--- src/rtl/wptr_full_if.sv ---
// Write-side bundle between the FIFO producer and the write pointer/full controller.
// The master drives the write request and the synchronized read pointer; the slave returns pointer and status.
interface wptr_full_if #(
  parameter int addr = 4
);
  logic            winc;
  logic [addr:0]   wq2_rptr;
  logic [addr-1:0] waddr;
  logic            wclken;
  logic [addr:0]   wptr;
  logic            wfull;
  logic            walmost_full;
  logic [addr:0]   wcount;
  logic            woverflow;

  modport master (
    output winc,
    output wq2_rptr,
    input  waddr,
    input  wclken,
    input  wptr,
    input  wfull,
    input  walmost_full,
    input  wcount,
    input  woverflow
  );

  modport slave (
    input  winc,
    input  wq2_rptr,
    output waddr,
    output wclken,
    output wptr,
    output wfull,
    output walmost_full,
    output wcount,
    output woverflow
  );
endinterface

--- src/rtl/wptr_full.sv ---
// Write-side pointer and full-flag controller of an asynchronous FIFO.
// Keeps binary and Gray write pointers and derives full, almost-full, occupancy and a sticky overflow.
module wptr_full #(
  parameter int addr         = 4,
  parameter int AFULL_THRESH = 12
) (
  input  logic       wclk,
  input  logic       wrst,
  wptr_full_if.slave bus
);
  localparam logic [addr:0] AFULL_LEVEL = (addr + 1)'(AFULL_THRESH);

  logic [addr:0] wbin;
  logic [addr:0] wgray;
  logic          full_q;
  logic          afull_q;
  logic [addr:0] count_q;
  logic          ovf_q;

  logic          push;
  logic [addr:0] wbin_next;
  logic [addr:0] wgray_next;
  logic [addr:0] rbin_s;
  logic [addr:0] occ_next;
  logic [addr:0] full_target;

  function automatic logic [addr:0] gray_to_bin(input logic [addr:0] g);
    logic [addr:0] b;
    b = g;
    for (int i = addr - 1; i >= 0; i--) begin
      b[i] = b[i+1] ^ g[i];
    end
    return b;
  endfunction

  assign push       = bus.winc & ~full_q;
  assign wbin_next  = wbin + {{addr{1'b0}}, push};
  assign wgray_next = (wbin_next >> 1) ^ wbin_next;
  assign rbin_s     = gray_to_bin(bus.wq2_rptr);
  assign occ_next   = wbin_next - rbin_s;

  // Full when the write pointer has lapped the read pointer: top two Gray bits inverted, rest equal.
  assign full_target = {~bus.wq2_rptr[addr:addr-1], bus.wq2_rptr[addr-2:0]};

  always_ff @(posedge wclk or posedge wrst) begin
    if (wrst) begin
      wbin    <= '0;
      wgray   <= '0;
      full_q  <= 1'b0;
      afull_q <= 1'b0;
      count_q <= '0;
      ovf_q   <= 1'b0;
    end else begin
      wbin    <= wbin_next;
      wgray   <= wgray_next;
      full_q  <= (wgray_next == full_target);
      afull_q <= (occ_next >= AFULL_LEVEL);
      count_q <= occ_next;
      ovf_q   <= ovf_q | (bus.winc & full_q);
    end
  end

  assign bus.waddr        = wbin[addr-1:0];
  assign bus.wclken       = push;
  assign bus.wptr         = wgray;
  assign bus.wfull        = full_q;
  assign bus.walmost_full = afull_q;
  assign bus.wcount       = count_q;
  assign bus.woverflow    = ovf_q;
endmodule
--- src/flat_wrapper.sv ---
// flat-port wrapper written by rule: the top's interface ports become plain ports
module wptr_full_flat 
#(
  parameter int addr         = 4,
  parameter int AFULL_THRESH = 12
)
  (wclk, wrst, bus_winc, bus_wq2_rptr, bus_waddr, bus_wclken, bus_wptr, bus_wfull, bus_walmost_full, bus_wcount, bus_woverflow);
  wptr_full_if #(.addr(addr)) bus_i ();
  input  logic wclk;
  input  logic wrst;
  input wire logic [$bits(bus_i.winc)-1:0] bus_winc;
  input wire logic [$bits(bus_i.wq2_rptr)-1:0] bus_wq2_rptr;
  output wire logic [$bits(bus_i.waddr)-1:0] bus_waddr;
  output wire logic [$bits(bus_i.wclken)-1:0] bus_wclken;
  output wire logic [$bits(bus_i.wptr)-1:0] bus_wptr;
  output wire logic [$bits(bus_i.wfull)-1:0] bus_wfull;
  output wire logic [$bits(bus_i.walmost_full)-1:0] bus_walmost_full;
  output wire logic [$bits(bus_i.wcount)-1:0] bus_wcount;
  output wire logic [$bits(bus_i.woverflow)-1:0] bus_woverflow;
  assign bus_i.winc = bus_winc;
  assign bus_i.wq2_rptr = bus_wq2_rptr;
  assign bus_waddr = bus_i.waddr;
  assign bus_wclken = bus_i.wclken;
  assign bus_wptr = bus_i.wptr;
  assign bus_wfull = bus_i.wfull;
  assign bus_walmost_full = bus_i.walmost_full;
  assign bus_wcount = bus_i.wcount;
  assign bus_woverflow = bus_i.woverflow;
  wptr_full #(.addr(addr), .AFULL_THRESH(AFULL_THRESH)) u_core (.wclk(wclk), .wrst(wrst), .bus(bus_i));
endmodule
--- config.mk ---
export PLATFORM = sky130hd
export DESIGN_NAME = wptr_full_flat
export DESIGN_NICKNAME = d
export VERILOG_FILES = /design/src/rtl/wptr_full_if.sv /design/src/rtl/wptr_full.sv /design/src/flat_wrapper.sv
export SDC_FILE = /design/constraint.sdc
export NUM_CORES = 1
export LEC_CHECK = 0
export ABC_AREA = 1
export CELL_PAD_IN_SITES_DETAIL_PLACEMENT = 1
export CELL_PAD_IN_SITES_GLOBAL_PLACEMENT = 1
export CORE_ASPECT_RATIO = 1.25
export CORE_MARGIN = 2
export CORE_UTILIZATION = 34
export CTS_CLUSTER_SIZE = 24
export DETAILED_ROUTE_END_ITERATION = 7
export GPL_TIMING_DRIVEN = 0
export MAX_ROUTING_LAYER = met4
export PLACE_DENSITY_LB_ADDON = 0.1
export RECOVER_POWER = 25
export SETUP_SLACK_MARGIN = 0.02
export SKIP_LAST_GASP = 1
export SLEW_MARGIN = 20
export SYNTH_ARGS = -nofsm -noshare
export SYNTH_HDL_FRONTEND = slang
export SYNTH_SLANG_ARGS = --single-unit
--- constraint.sdc ---
create_clock -name wclk -period 2.8 [get_ports wclk]
set_clock_uncertainty 0.2 [all_clocks]
set_input_delay 0.28 -clock wclk [delete_from_list [all_inputs] [get_ports wclk]]
set_output_delay 0.28 -clock wclk [all_outputs]
set_load 0.02 [all_outputs]
Word level (Yosys, flattened, before mapping)
Index checks and enable logic that the tools add are counted.
Word-level totals
  register bits after elaboration: 18
  bits in latches: 0
  memory bits (writable): 0
  ROM bits: 0
  input bits: 8
  output and inout port bits: 18
  logic and storage cells: 20
  memories: 0
Cells by class
  $add $sub $neg: 2
  multipliers: 0
  div/mod/pow operators: 0
  order comparisons: 1
  equality and inequality tests: 1
  shift operators: 0
  mux-type cells: 0
  bitwise gates (word level): 10
  reduce and logical (&&, ||, !) cells: 0
Operator list (count)
  $add A5 B1 Y5: 1
  $eq A5 B5 Y1: 1
  $ge A5 B4 Y1 const B: 1
  $sub A5 B5 Y5: 1
  $xor A4 B5 Y5: 1
  $xor A1 B1 Y1: 4
  $and A1 B1 Y1: 2
  $not A2 Y2: 1
  $not A1 Y1: 1
  $or A1 B1 Y1: 1

Logic depth before layout (Yosys ltp)
  depth in word-level cells: 6
  mapped depth: 14
  gate-level depth less buffers: 14

Least setup slack after synthesis
No wires, ideal clock.
  path kind: register to register
  start: register u_core.full_q (netlist: u_core.bus.wfull)
  end: register u_core.afull_q (netlist: u_core.bus.walmost_full)
  setup time: 124 ps
  arrival: 2431 ps
  slack: 45 ps
  stages on the path, launching flop included: 13
  cell sequence: dfrtp_1 nor2_1 ha_1 ha_1 nand2_1 nand2_1 inv_1 ha_1 a21oi_1 o21ai_0 xor2_1 nand2_1 nand3_1
Between the ends
  cells in the longest elaborated chain, start to end: 5
Ends and longest elaborated chain
  start: declaration: RTL line wptr_full.sv:15  | logic full_q;
  start signal: assignment: RTL line wptr_full.sv:56  | full_q <= (wgray_next == full_target);
  $not A1 Y1: RTL line wptr_full.sv:36  | assign push = bus.winc & ~full_q;
  $and A1 B1 Y1: RTL line wptr_full.sv:36
  net bus_wclken: RTL line flat_wrapper.sv:14  | output wire logic [$bits(bus_i.wclken)-1:0] bus_wclken;
  $add A5 B1 Y5: RTL line wptr_full.sv:37  | assign wbin_next = wbin + {{addr{1'b0}}, push};
  net u_core.wbin_next[2]: RTL line wptr_full.sv:21  | logic [addr:0] wbin_next;
  $sub A5 B5 Y5: RTL line wptr_full.sv:40  | assign occ_next = wbin_next - rbin_s;
  net u_core.occ_next[3]: RTL line wptr_full.sv:24  | logic [addr:0] occ_next;
  $ge A5 B4 Y1: RTL line wptr_full.sv:57  | afull_q <= (occ_next >= AFULL_LEVEL);
  end signal: assignment: RTL line wptr_full.sv:57
  end: declaration: RTL line wptr_full.sv:16  | logic afull_q;
The timed path passes the listed nets, and every way through them passes these cells.

Worst setup path after layout
  start: input bus_wq2_rptr[2]
  end: register u_core.afull_q (netlist: u_core.bus.walmost_full)
Between the ends
  cells in the longest elaborated chain, start to end: 5
Ends and longest elaborated chain
  start: declaration: RTL line flat_wrapper.sv:12  | input wire logic [$bits(bus_i.wq2_rptr)-1:0] bus_wq2_rptr;
  $xor A1 B1 Y1 (*): RTL line wptr_full.sv:31  | b[i] = b[i+1] ^ g[i];
  $xor A1 B1 Y1 (2 in a row): RTL line wptr_full.sv:31
  $sub A5 B5 Y5 (*): RTL line wptr_full.sv:40
  $ge A5 B4 Y1 (*): RTL line wptr_full.sv:57
Mark *: on every way between the ends. The rest lies on a longest branch, timed or not.

==> metrics.md <==
| Metric | Value |
|---|---|
| Final hold violation count | 0 |
| Peak VDD IR | 0.000475 V |
| Leakage power summed over all cells | 0.691 nW |
| Routed vias/inst | 4.74 |
| Fraction of registers with async set or reset after synthesis | 100% |
| Netlist Area Pre-Place | 963 µm² |
| Boundary Pins | 26 |
| Antenna violation net count after detailed routing | 0 |
| Routed len/inst | 12.2 µm |
| Number of global-route vias before repair | 886 |
| Clock latency of the later-clocked register in the worst-skew pair | 0.30 ns |
| Die W | around 52 µm |
| Synthesized instance count | between 100 and 150 |
| Power density relative to cell area | between 1000 and 1500 mW/mm² |
| Fraction of final layout cells sized beyond drive strength 1 | about 7.5% |
| Cell area after layout | 0.00133 mm² |
| CP required | 2.84 ns |
| Setup Viol. Count Final | 0 |
| Count of maximum capacitance violations | 0 |
| Number of H-tree branching levels | 1 |
| Clock Pin Slew Worst Setup and Hold Paths | 0.11 ns |
| Kind of end point of the critical path | register |
| Clock tree buffer depth | 2 |
| Synthesized net count | 133 |
| Height of the die | 63.5 µm |
| Post-Syn Area per Cell | 8.16 µm² |
| Final net count | 163 |
| Sequential share of the synthesized area | 44.2% |
| Post CTS Setup Buffer Count | 0 |
| Highest fanout seen on the critical path | 3 |
| Total number of vias | 858 |
| Detailed-placement wirelength estimate | ~1800 µm |
| Cell area reported after detailed placement | 0.00126 mm² |
| Classification of the worst setup path | input pin to register |
| Wire length of the first global-routing pass | 3840 µm |
| Largest net degree at the start of global routing | 18 |
| Post-route minimum period | ~2.6 ns |
| Worst EP arrival | 2.64 ns |
| Pre-Repair DR Iteration Count | 4 |
| Worst rel slew slack | 56.9% |
| Total of flip-flops plus latches after synthesis | 17 |
| Count of flip-flops with a built-in enable after synthesis | 0 |
| Clock tree sinks | 17 |
| Overflow after GRT | 0 |
| Final clock period utilization by the worst path | 92.6% |
| Total inserted antenna cells | 0 |
| Combined global-route utilization of all metal layers | 16.0% |
| Worst-Margin Slew | 0.645 ns |
| Type of the most critical hold path | input pin to register |
| Standard cell core area | 0.00268 mm² |
| Clock buffer count from CTS | 3 |
| Launching element type of the critical path | input pin |
| Starting utilization of the core area | 35.9% |
| Initial antenna violation count | 0 |
| Clock Root Buffer | sky130_fd_sc_hd__clkbuf_4 |
| FMAX | between 300 and 400 MHz |
| Num rows | 21 |
| Detailed router's first-iteration violation count | 1 |
| Routed wire length | 2220 µm |
| Yosys warns | 0 |
| # port buffers | 25 |
| DR DRC count | 0 |
| Predominant post-synthesis flop cell | sky130_fd_sc_hd__dfrtp_1 |
| Final core utilization | 49.7% |
| Outcome | completed |
| Setup repair after global routing missed its margin | false |
| RD Place Congestion | ~0.73 |
| Cell variety after synth | 18 |
| Clock tree from TritonCTS | done |
| Area growth syn-to-layout | 38.3% |
| Total count of max-transition violations in the final report | 0 |
| Area enclosed by the die boundary | 0.00328 mm² |
==> layout by cell type (no fill, tap or decap), drive strengths merged <==
master,synthesis,layout
clkinv,0,1
buf,1,1
dlygate4sd3,0,1
nand2,41,41
or2,2,2
o21ai,1,1
ha,6,6
dfrtp,17,17
dlymetal6s2s,0,2
xor2,3,3
a211oi,1,1
clkdlybuf4s50,0,22
xnor2,2,2
nand4,4,4
a21oi,1,1
clkbuf,0,3
fa,1,1
nor2,4,4
inv,19,19
nand3,14,14
a21o,1,1
==> routing by layer <==
layer / vias up / GRT usage (%) / part of all wire, % / wire, µm
met4: 0 / 4.93 / 1.6 / 36
li1: 433 / - / - / -
met5: - / - / 0 / 0
met1: 402 / 18.8 / 42 / 924
met3: 5 / 2.13 / 3.0 / 66
met2: 18 / 27.7 / 54 / 1190
==> cells in the mapped netlist (all sizes together) (2+ instances only) <==
library cell | count | area (µm²)
inv | 19 | 71.3
nand4 | 4 | 25.0
or2 | 2 | 12.5
nand2 | 41 | 154
dfrtp | 17 | 425
ha | 6 | 75.1
xor2 | 3 | 33.8
xnor2 | 2 | 25.0
nand3 | 14 | 70.1
nor2 | 4 | 15.0
==> cell type report <==
type / instances / area [µm²]
plain buffers: 1 / 11.3
clock buffers: 3 / 22.5
clock inverters: 1 / 5.00
fillers: 350 / 1350
inverters: 19 / 71.3
multi-input cells: 81 / 499
flip-flops and latches: 17 / 425
well taps: 34 / 42.5
repair buffers: 25 / 255
==> state kept, by name, indices dropped and copies added, names as in the netlist <==
register / flops
u_core.bus.wptr: 4
u_core.bus.wfull: 1
u_core.bus.wcount: 5
u_core.bus.walmost_full: 1
u_core.bus.woverflow: 1
u_core.wbin: 5
==> report_power, final <==
part	internal [mW]	leakage [nW]	switching, mW	total, mW
logic	0.502	0.472	0.636	1.14
clock network	0.0533	0.0177	0.0815	0.135
registers	0.375	0.202	0.0681	0.444
==> kinds of logic after synthesis <==
family	share of synthesized area [%]
buffers and inverters	8.57
xor gates and xnor gates	6.11
and+or+nand+nor	28.7
AOI/OAI and AO/OA	2.60
adders and majority gates	9.87
DFF	44.2
==> final timing paths <==
check / start / end / slack (ns) / cells after the start
worst min-delay path: bus_wq2_rptr[3] / u_core.bus.wfull / 0.24 / 5
worst max-delay path: bus_wq2_rptr[2] / u_core.bus.walmost_full / 0.21 / 13
max in group asynchronous: wrst / u_core.bus.wptr[3] / 1.68 / 2
worst min register to register: u_core.bus.woverflow / u_core.bus.woverflow / 0.27 / 1
worst max register to register: u_core.bus.wfull / u_core.bus.walmost_full / 0.32 / 13
min in group asynchronous: wrst / u_core.bus.wcount[4] / 0.30 / 2
==> worst max-delay path: stages <==
cell                              delay [ns]
sky130_fd_sc_hd__clkdlybuf4s50_1        0.57
sky130_fd_sc_hd__inv_1                  0.08
sky130_fd_sc_hd__or2_1                  0.24
sky130_fd_sc_hd__nand3_1                0.10
sky130_fd_sc_hd__nand3_1                0.08
sky130_fd_sc_hd__nand2_1                0.06
sky130_fd_sc_hd__inv_1                  0.04
sky130_fd_sc_hd__ha_1                   0.20
sky130_fd_sc_hd__fa_1                   0.45
sky130_fd_sc_hd__nor2_1                 0.15
sky130_fd_sc_hd__a211oi_2               0.05
sky130_fd_sc_hd__or2_1                  0.25
sky130_fd_sc_hd__nand3_1                0.07
==> per-stage QoR <==
stage	setup slack, ns	setup TNS, ns	instances	power (mW)	hold WS (ns)
finish	0.209	0	181	1.72	0.245
global route	0.0314	0	181	1.89	0.291
CTS	0.0209	0	181	1.67	0.187
detailed placement	-0.289	-0.693	177	1.54	0.267
global placement	-0.230	-0.519	177	1.51	0.239
floorplan	0.0447	0	118	1.13	0.00607
==> timing repair <==
item                       CTS  global route
setup endpoints to repair    0             3
resized for setup            0             9
hold buffers                 0             0
(Power assumes the default switching activity.)
